`src/rtl/rv32i_wb_pkg.sv`:
```
// Shared Wishbone widths and fetch-unit types for the RV32I front end.
package rv32i_wb_pkg;

  localparam int unsigned WB_ADDR_WIDTH = 32;
  localparam int unsigned WB_DATA_WIDTH = 32;
  localparam int unsigned WB_SEL_WIDTH  = WB_DATA_WIDTH / 8;

  typedef enum logic [1:0] {
    S_IDLE  = 2'd0,
    S_BUS   = 2'd1,
    S_DRAIN = 2'd2,
    S_HALT  = 2'd3
  } fetch_state_e;

  function automatic logic [31:0] word_align(input logic [31:0] addr);
    return {addr[31:2], 2'b00};
  endfunction

endpackage

```
`src/rtl/rv32i_wb_fetch.sv`:
```
// Instruction fetch unit: one classic Wishbone read at a time into a
// single-entry output slot, with redirect, error halt and optional ack timeout.
module rv32i_wb_fetch
  import rv32i_wb_pkg::*;
#(
  parameter logic [31:0] RESET_PC        = 32'h0000_0000,
  parameter int unsigned MAX_WAIT_CYCLES = 32'd0
) (
  input  logic                     clk_i,
  input  logic                     rst_ni,
  input  logic                     redirect_valid_i,
  input  logic [31:0]              redirect_pc_i,
  output logic                     instr_valid_o,
  input  logic                     instr_ready_i,
  output logic [31:0]              instr_o,
  output logic [31:0]              instr_pc_o,
  output logic                     instr_err_o,
  output logic                     wb_cyc_o,
  output logic                     wb_stb_o,
  output logic                     wb_we_o,
  output logic [WB_SEL_WIDTH-1:0]  wb_sel_o,
  output logic [WB_ADDR_WIDTH-1:0] wb_adr_o,
  output logic [WB_DATA_WIDTH-1:0] wb_dat_o,
  input  logic [WB_DATA_WIDTH-1:0] wb_dat_i,
  input  logic                     wb_ack_i,
  input  logic                     wb_err_i,
  input  logic                     wb_stall_i
);

  fetch_state_e state_r, state_s;
  logic [31:0]  pc_r, adr_r, cnt_r, instr_r, ipc_r;
  logic         cyc_r, valid_r, err_r;
  logic         slot_free_s, resp_s, timeout_s;
  logic         issue_s, deliver_s, fault_s;
  logic         stall_unused_s;

  // Stall only stretches a classic cycle; the held address already covers it.
  assign stall_unused_s = wb_stall_i;

  assign slot_free_s = !valid_r || instr_ready_i;
  assign resp_s      = wb_ack_i || wb_err_i;
  assign timeout_s   = (MAX_WAIT_CYCLES != 32'd0) && (state_r == S_BUS) &&
                       (cnt_r == MAX_WAIT_CYCLES - 32'd1);

  // State register.
  always_ff @(posedge clk_i or negedge rst_ni) begin
    if (!rst_ni) state_r <= S_IDLE;
    else         state_r <= state_s;
  end

  // Next-state logic; a redirect always wins over a response or a ready.
  always_comb begin
    state_s = state_r;
    case (state_r)
      S_IDLE: begin
        if (!redirect_valid_i && slot_free_s) state_s = S_BUS;
        else                                  state_s = S_IDLE;
      end
      S_BUS: begin
        if (redirect_valid_i)                     state_s = resp_s ? S_IDLE : S_DRAIN;
        else if (wb_err_i)                        state_s = S_HALT;
        else if (wb_ack_i)                        state_s = S_IDLE;
        else if (timeout_s)                       state_s = S_HALT;
        else                                      state_s = S_BUS;
      end
      S_DRAIN: begin
        if (resp_s) state_s = S_IDLE;
        else        state_s = S_DRAIN;
      end
      S_HALT: begin
        if (redirect_valid_i) state_s = S_IDLE;
        else                  state_s = S_HALT;
      end
      default: state_s = S_IDLE;
    endcase
  end

  // Per-cycle actions decoded from the current and next state.
  always_comb begin
    issue_s   = 1'b0;
    deliver_s = 1'b0;
    fault_s   = 1'b0;
    if (state_r == S_IDLE && state_s == S_BUS) issue_s = 1'b1;
    else                                       issue_s = 1'b0;
    if (state_r == S_BUS && !redirect_valid_i) begin
      if (wb_err_i)      fault_s   = 1'b1;
      else if (wb_ack_i) deliver_s = 1'b1;
      else if (timeout_s) fault_s  = 1'b1;
      else               deliver_s = 1'b0;
    end else begin
      fault_s = 1'b0;
    end
  end

  // Bus request, PC and timeout counter.
  always_ff @(posedge clk_i or negedge rst_ni) begin
    if (!rst_ni) begin
      cyc_r <= 1'b0;
      adr_r <= 32'h0000_0000;
      cnt_r <= 32'h0000_0000;
      pc_r  <= word_align(RESET_PC);
    end else begin
      cyc_r <= (state_s == S_BUS) || (state_s == S_DRAIN);
      if (issue_s) begin
        adr_r <= pc_r;
        cnt_r <= 32'h0000_0000;
      end else if (state_r == S_BUS) begin
        cnt_r <= cnt_r + 32'd1;
      end else begin
        cnt_r <= cnt_r;
      end
      if (redirect_valid_i) pc_r <= word_align(redirect_pc_i);
      else if (deliver_s)   pc_r <= pc_r + 32'd4;
      else                  pc_r <= pc_r;
    end
  end

  // Output slot: filled only from S_BUS, which is entered with the slot empty.
  always_ff @(posedge clk_i or negedge rst_ni) begin
    if (!rst_ni) begin
      valid_r <= 1'b0;
      instr_r <= 32'h0000_0000;
      ipc_r   <= 32'h0000_0000;
      err_r   <= 1'b0;
    end else if (redirect_valid_i) begin
      valid_r <= 1'b0;
    end else if (deliver_s) begin
      valid_r <= 1'b1;
      instr_r <= wb_dat_i;
      ipc_r   <= adr_r;
      err_r   <= 1'b0;
    end else if (fault_s) begin
      valid_r <= 1'b1;
      instr_r <= 32'h0000_0000;
      ipc_r   <= adr_r;
      err_r   <= 1'b1;
    end else if (valid_r && instr_ready_i) begin
      valid_r <= 1'b0;
    end else begin
      valid_r <= valid_r;
    end
  end

  assign wb_cyc_o      = cyc_r;
  assign wb_stb_o      = cyc_r;
  assign wb_we_o       = 1'b0;
  assign wb_sel_o      = {WB_SEL_WIDTH{1'b1}};
  assign wb_adr_o      = adr_r;
  assign wb_dat_o      = {WB_DATA_WIDTH{1'b0}};
  assign instr_valid_o = valid_r;
  assign instr_o       = instr_r;
  assign instr_pc_o    = ipc_r;
  assign instr_err_o   = err_r;

endmodule

```
`config.mk`:
```
export PLATFORM = sky130hd
export DESIGN_NAME = rv32i_wb_fetch
export DESIGN_NICKNAME = d
export VERILOG_FILES = /design/src/rtl/rv32i_wb_pkg.sv /design/src/rtl/rv32i_wb_fetch.sv
export SDC_FILE = /design/constraint.sdc
export NUM_CORES = 1
export LEC_CHECK = 0
export CAP_MARGIN = 10
export CORE_AREA = 2 2 108 136
export CTS_BUF_LIST = sky130_fd_sc_hd__clkbuf_4 sky130_fd_sc_hd__clkbuf_8
export CTS_CLUSTER_SIZE = 30
export DETAILED_ROUTE_END_ITERATION = 7
export DIE_AREA = 0 0 110 138
export GPL_ROUTABILITY_DRIVEN = 0
export PLACE_DENSITY_LB_ADDON = 0.05
export SLEW_MARGIN = 20
export SYNTH_ARGS = -nofsm -noshare
export SYNTH_HDL_FRONTEND = slang
export SYNTH_SLANG_ARGS = --single-unit
```
`constraint.sdc`:
```
create_clock -name clk_i -period 1.9 [get_ports clk_i]
set_input_delay 0.57 -clock clk_i [delete_from_list [all_inputs] [get_ports clk_i]]
set_output_delay 0.57 -clock clk_i [all_outputs]
set_load 0.05 [all_outputs]
```
Word-level counts from Yosys, hierarchy flattened
Index checks and enable logic that the tools add are counted.
{"block": "word_totals", "regBits": 133, "elab_cells": 54}
{"block": "classes", "addsub": 1, "eq_ne": 5, "n_mux": 25, "bitwise": 1, "n_reduce_logical": 14}
{"cell": "$mux W32", "count": 6}
{"cell": "$add A32 B3 Y32 const B", "count": 1}
{"cell": "$mux W1", "count": 14}
{"cell": "$mux W2", "count": 4}
{"cell": "$pmux W2 S4", "count": 1}
{"cell": "$eq A2 B2 Y1 const B", "count": 3}
{"cell": "$eq A2 B1 Y1 const B", "count": 2}
{"cell": "$logic_and A1 B1 Y1", "count": 4}
{"cell": "$reduce_bool A2 Y1", "count": 2}
{"cell": "$reduce_bool A4 Y1", "count": 1}
{"cell": "$logic_or A1 B1 Y1", "count": 3}
{"cell": "$logic_not A1 Y1", "count": 2}
{"cell": "$logic_not A2 Y1", "count": 1}
{"cell": "$reduce_and A2 Y1", "count": 1}
{"cell": "$not A1 Y1", "count": 1}

Longest topological paths before layout
{"block": "logic_depth", "ltp_word": 8, "mapped_depth": 8, "ltp_nobuf": 7}

Worst setup path after synthesis
Ideal clock, no wire load.
{"block": "synth_timing", "path_type": "input-to-reg", "start": "in redirect_valid_i", "end": "reg adr_r[10], in the netlist wb_adr_o[10]", "arrival_time_ps": 2078, "setup_slack_ps": -302, "cell_stages": 7, "path_cell_list": "clkbuf_1 -> clkbuf_1 -> nor2_1 -> ha_1 -> and2_1 -> clkbuf_1 -> mux2_2"}
{"block": "synth_between", "elab_chain_cells": 7}
{"item": "start: declaration", "line_no": "rv32i_wb_fetch.sv:11", "source": "input logic redirect_valid_i,"}
{"item": "$logic_not A1 Y1", "line_no": "rv32i_wb_fetch.sv:56", "source": "if (!redirect_valid_i && slot_free_s) state_s = S_BUS;"}
{"item": "$logic_and A1 B1 Y1", "line_no": "rv32i_wb_fetch.sv:56"}
{"item": "$mux W1", "line_no": "rv32i_wb_fetch.sv:56"}
{"item": "$pmux W2 S4 (*)", "line_no": "rv32i_wb_fetch.sv:54", "source": "case (state_r)"}
{"item": "via state_s[0]", "line_no": "rv32i_wb_fetch.sv:30", "source": "fetch_state_e state_r, state_s;"}
{"item": "$eq A2 B1 Y1 (*)", "line_no": "rv32i_wb_fetch.sv:83", "source": "if (state_r == S_IDLE && state_s == S_BUS) issue_s = 1'b1;"}
{"item": "$logic_and A1 B1 Y1 (*)", "line_no": "rv32i_wb_fetch.sv:83"}
{"item": "$mux W1 (*)", "line_no": "rv32i_wb_fetch.sv:83"}
{"item": "end signal: assignment", "line_no": "rv32i_wb_fetch.sv:105", "source": "adr_r <= pc_r;"}
{"item": "end: declaration", "line_no": "rv32i_wb_fetch.sv:31", "source": "logic [31:0] pc_r, adr_r, cnt_r, instr_r, ipc_r;"}
The timed path passes the listed nets; every way through them passes the cells marked *.
A chain may end at the register's enable or synchronous reset.

Worst setup path in the final report
{"block": "layout_timing", "start": "reg state_r[1]", "end": "reg adr_r[15], in the netlist wb_adr_o[15]"}
{"block": "layout_between", "elab_chain_cells": 5}
{"item": "start: declaration", "line_no": "rv32i_wb_fetch.sv:30"}
{"item": "start signal: assignment", "line_no": "rv32i_wb_fetch.sv:48", "source": "else state_r <= state_s;"}
{"item": "$eq A2 B2 Y1, or another cell as far along", "line_no": "rv32i_wb_fetch.sv:54"}
{"item": "$pmux W2 S4 (*)", "line_no": "rv32i_wb_fetch.sv:54"}
{"item": "via state_s[0]", "line_no": "rv32i_wb_fetch.sv:30"}
{"item": "$eq A2 B1 Y1 (*)", "line_no": "rv32i_wb_fetch.sv:83"}
{"item": "$logic_and A1 B1 Y1 (*)", "line_no": "rv32i_wb_fetch.sv:83"}
{"item": "$mux W1 (*)", "line_no": "rv32i_wb_fetch.sv:83"}
Marked as above.

==> results.ini <==
[outcome]
run_status=complete, but fails checks
violations=negative setup slack

[global_route]
grt_pass1_wl_um=24000
grt_max_degree=39
grt_pass1_vias=4605
antenna_found_initial=0
grt-ovfl-total=0
groute.usage.overall_pct=20.5

[drt]
routedWlPerCell_um=17.2
ant_nets=0
detail_route.vias_per_cell=4.99
drt_first_iter_violations=203
vias=4395
drc_errors=0
postRouteWirelength_um=15100
detail_route.first_pass.iterations=4

[sta]
finalCritPeriodShare_pct=101
finalSetupViolations=6
post-route-worst-setup-slack_ps=-10.6
clock-skew-final_ps=6.66
maxSlewViolCount=0
setup_total_negative_slack_ps=-29.4
hold_violations=0
fin_crit_ps=1910
hold_ws_ps=35.3
unrepaired_setup_endpoints_after_global_routing=true
max_freq_mhz=523

[synthesis]
synth_cells=472
async_flop_share_pct=100
syn_avg_cell_area_um2=12.0
synthDistinctLibCells=45
yosys_warnings=0
leading_register_cell_type_out_of_synthesis=sky130_fd_sc_hd__dfrtp_1
postSynthRegisterBits=127
synth_enable_flop_cells=0
sequential_area_share_after_synthesis_pct=55.9
synthesis.area_mm2=0.00569

[pwr]
powerDensity_mw_per_mm2=1500
p_leak_uw=0.00377
peakVddDrop_v=0.000979
power_uw=12200

[setup_path]
critPathMaxStageDelay_ps=450
worst_ep_arrival_time_ps=2230
critPathBufInv=0
critical_path.cell_chain=or3b_4, a22oi_2, nor2_2, ha_4, and2_4, mux2_4
cp_data_required_time_ps=2220
worst_path_max_fanout=8
timing.setup.critical_path_class=flip-flop to flip-flop
worst_path_max_delay_cell=sky130_fd_sc_hd__dfrtp_2
start_kind=flip-flop
critical_path.endpoint_type=flip-flop
timing.critical_path.max_delay_family=simple AND/OR/NAND/NOR gates

[floorplan]
boundaryPins=208
row_count=49
floorplan.die.width_um=110
area_of_the_die_mm2=0.0152
die_height_um=138
coreArea_mm2=0.0140
start_util_pct=40.5

[layout]
finish.utilization_pct=57.8
drive_gt1_share_pct=40.4
postLayoutCellArea_mm2=0.00811
syn_to_final_growth_pct=42.7
num-nets-final=763
antennaDiodeCount=0

[job]
max_cap_violations=0

[clock_tree]
htree_levels=4
cts_made_buffers=17
clk_root_buffer_cell=sky130_fd_sc_hd__clkbuf_8
clock_sinks=127
tritoncts=yes
clkLatencyLatePin_ps=430
worst_setup_hold_path_clk_slew_ps=70
cts.path.max_buffers=2

[place]
post_placement_cell_area_mm2=0.00751
detailed_place_hpwl_um=10400
io_buffer_count=163

[hold_path]
hold_class=input pin to asynchronous set/reset pin

cell type report:
cell class,count,area (um^2)
well taps,178,223
flip-flops and latches,127,3180
fillers,1258,5930
clock inverters,6,57.6
multi-input cells,319,2390
repair buffers,220,1920
clock buffers,26,320
inverters,5,18.8
repair_timing:
action	4_1_cts	5_1_grt
hold buffers	0	0
endpoints found under the setup margin	113	41
resized for setup	22	24
pin swaps	7	10
buffers inserted	1	6
endpoints found under the hold margin	0	0
cloned	4	0
flip-flops by register name, indices dropped and copies added (netlist names):
register,flops
instr_o,32
instr_valid_o,1
wb_adr_o,30
wb_cyc_o,1
state_r,2
pc_r,30
instr_pc_o,30
instr_err_o,1
cell usage after synthesis, drive strengths merged (2+ instances only):
master	count	area share, %
and3	4	0.44
a21oi	4	0.35
nor3	3	0.26
nand4b	2	0.31
nand2b	2	0.22
ha	2	0.44
nand3	20	1.8
conb	2	0.13
mux2	64	13
clkbuf	12	0.79
buf	51	6.3
dfrtp	127	56
o31a	2	0.31
o311ai	9	1.4
xnor2	8	1.2
o211ai	9	1.2
or2	2	0.22
nor4	3	0.59
xor2	5	0.77
nand4	14	1.7
inv	5	0.33
nor2	17	1.2
a22o	33	5.1
nand2	42	2.8
o21ai	16	1.4
per-stage QoR:
| step | setup slack [ps] | cells |
|---|---|---|
| 2_1_floorplan | -117 | 511 |
| 3_3_place_gp | -816 | 838 |
| 3_5_place_dp | -894 | 838 |
| 4_1_cts | -47.8 | 875 |
| 5_1_grt | -44.9 | 881 |
| 6_report | -10.6 | 881 |
per-layer routing:
| layer | global-route usage [%] | part of all wire [%] | vias to the layer above |
|---|---|---|---|
| li1 | - | - | 2060 |
| met1 | 25.5 | 41 | 2151 |
| met2 | 33.5 | 50 | 160 |
| met3 | 5.99 | 6.8 | 24 |
| met4 | 7.33 | 2.1 | 0 |
| met5 | 0 | 0 | - |
worst paths after layout:
| check | startpoint | to | slack [ps] | cells past startpoint |
|---|---|---|---|---|
| worst max-delay path | state_r[1]$_DFF_PN0_ | wb_adr_o[15]$_DFFE_PN0P_ | -10 | 6 |
| worst min-delay path | rst_ni | instr_pc_o[6]$_DFFE_PN0P_ | 40 | 1 |
| worst max register to register | state_r[1]$_DFF_PN0_ | wb_adr_o[15]$_DFFE_PN0P_ | -10 | 6 |
| worst min register to register | instr_pc_o[21]$_DFFE_PN0P_ | instr_pc_o[21]$_DFFE_PN0P_ | 510 | 1 |
| max in group asynchronous | rst_ni | instr_o[20]$_DFFE_PN0P_ | 1280 | 2 |
| min in group clk_i | instr_pc_o[21]$_DFFE_PN0P_ | instr_pc_o[21]$_DFFE_PN0P_ | 510 | 1 |
power by group:
| group | switching, uW | internal [uW] |
|---|---|---|
| registers | 575 | 3540 |
| logic | 3860 | 1990 |
| clock network | 990 | 1220 |
cell families (layout without fill, tap and decap cells):
logic type / count (synthesis) / after routing / synth area share [%]
mux: 65 / 65 / 12.9
compound gates: 76 / 76 / 10.2
fa+ha+maj: 2 / 2 / 0.440
xor+xnor: 13 / 13 / 2.00
buf+inv: 68 / 257 / 7.46
simple gates: 119 / 122 / 11.0
flops: 127 / 127 / 55.9
other cells: 2 / 41 / 0.132
placed cells by master (no fill, tap or decap), drive strengths merged, types with 5 or more instances in the layout:
| master | instances |
|---|---|
| inv | 5 |
| o211ai | 9 |
| clkdlybuf4s50 | 62 |
| conb | 41 |
| o21ai | 16 |
| nand2 | 42 |
| o311ai | 9 |
| xor2 | 5 |
| nand3 | 20 |
| xnor2 | 8 |
| nand4 | 14 |
| clkbuf | 26 |
| dfrtp | 127 |
| buf | 153 |
| a22o | 33 |
| mux2 | 64 |
| nor2 | 17 |
No activity file was read; power rests on OpenSTA's default activity.
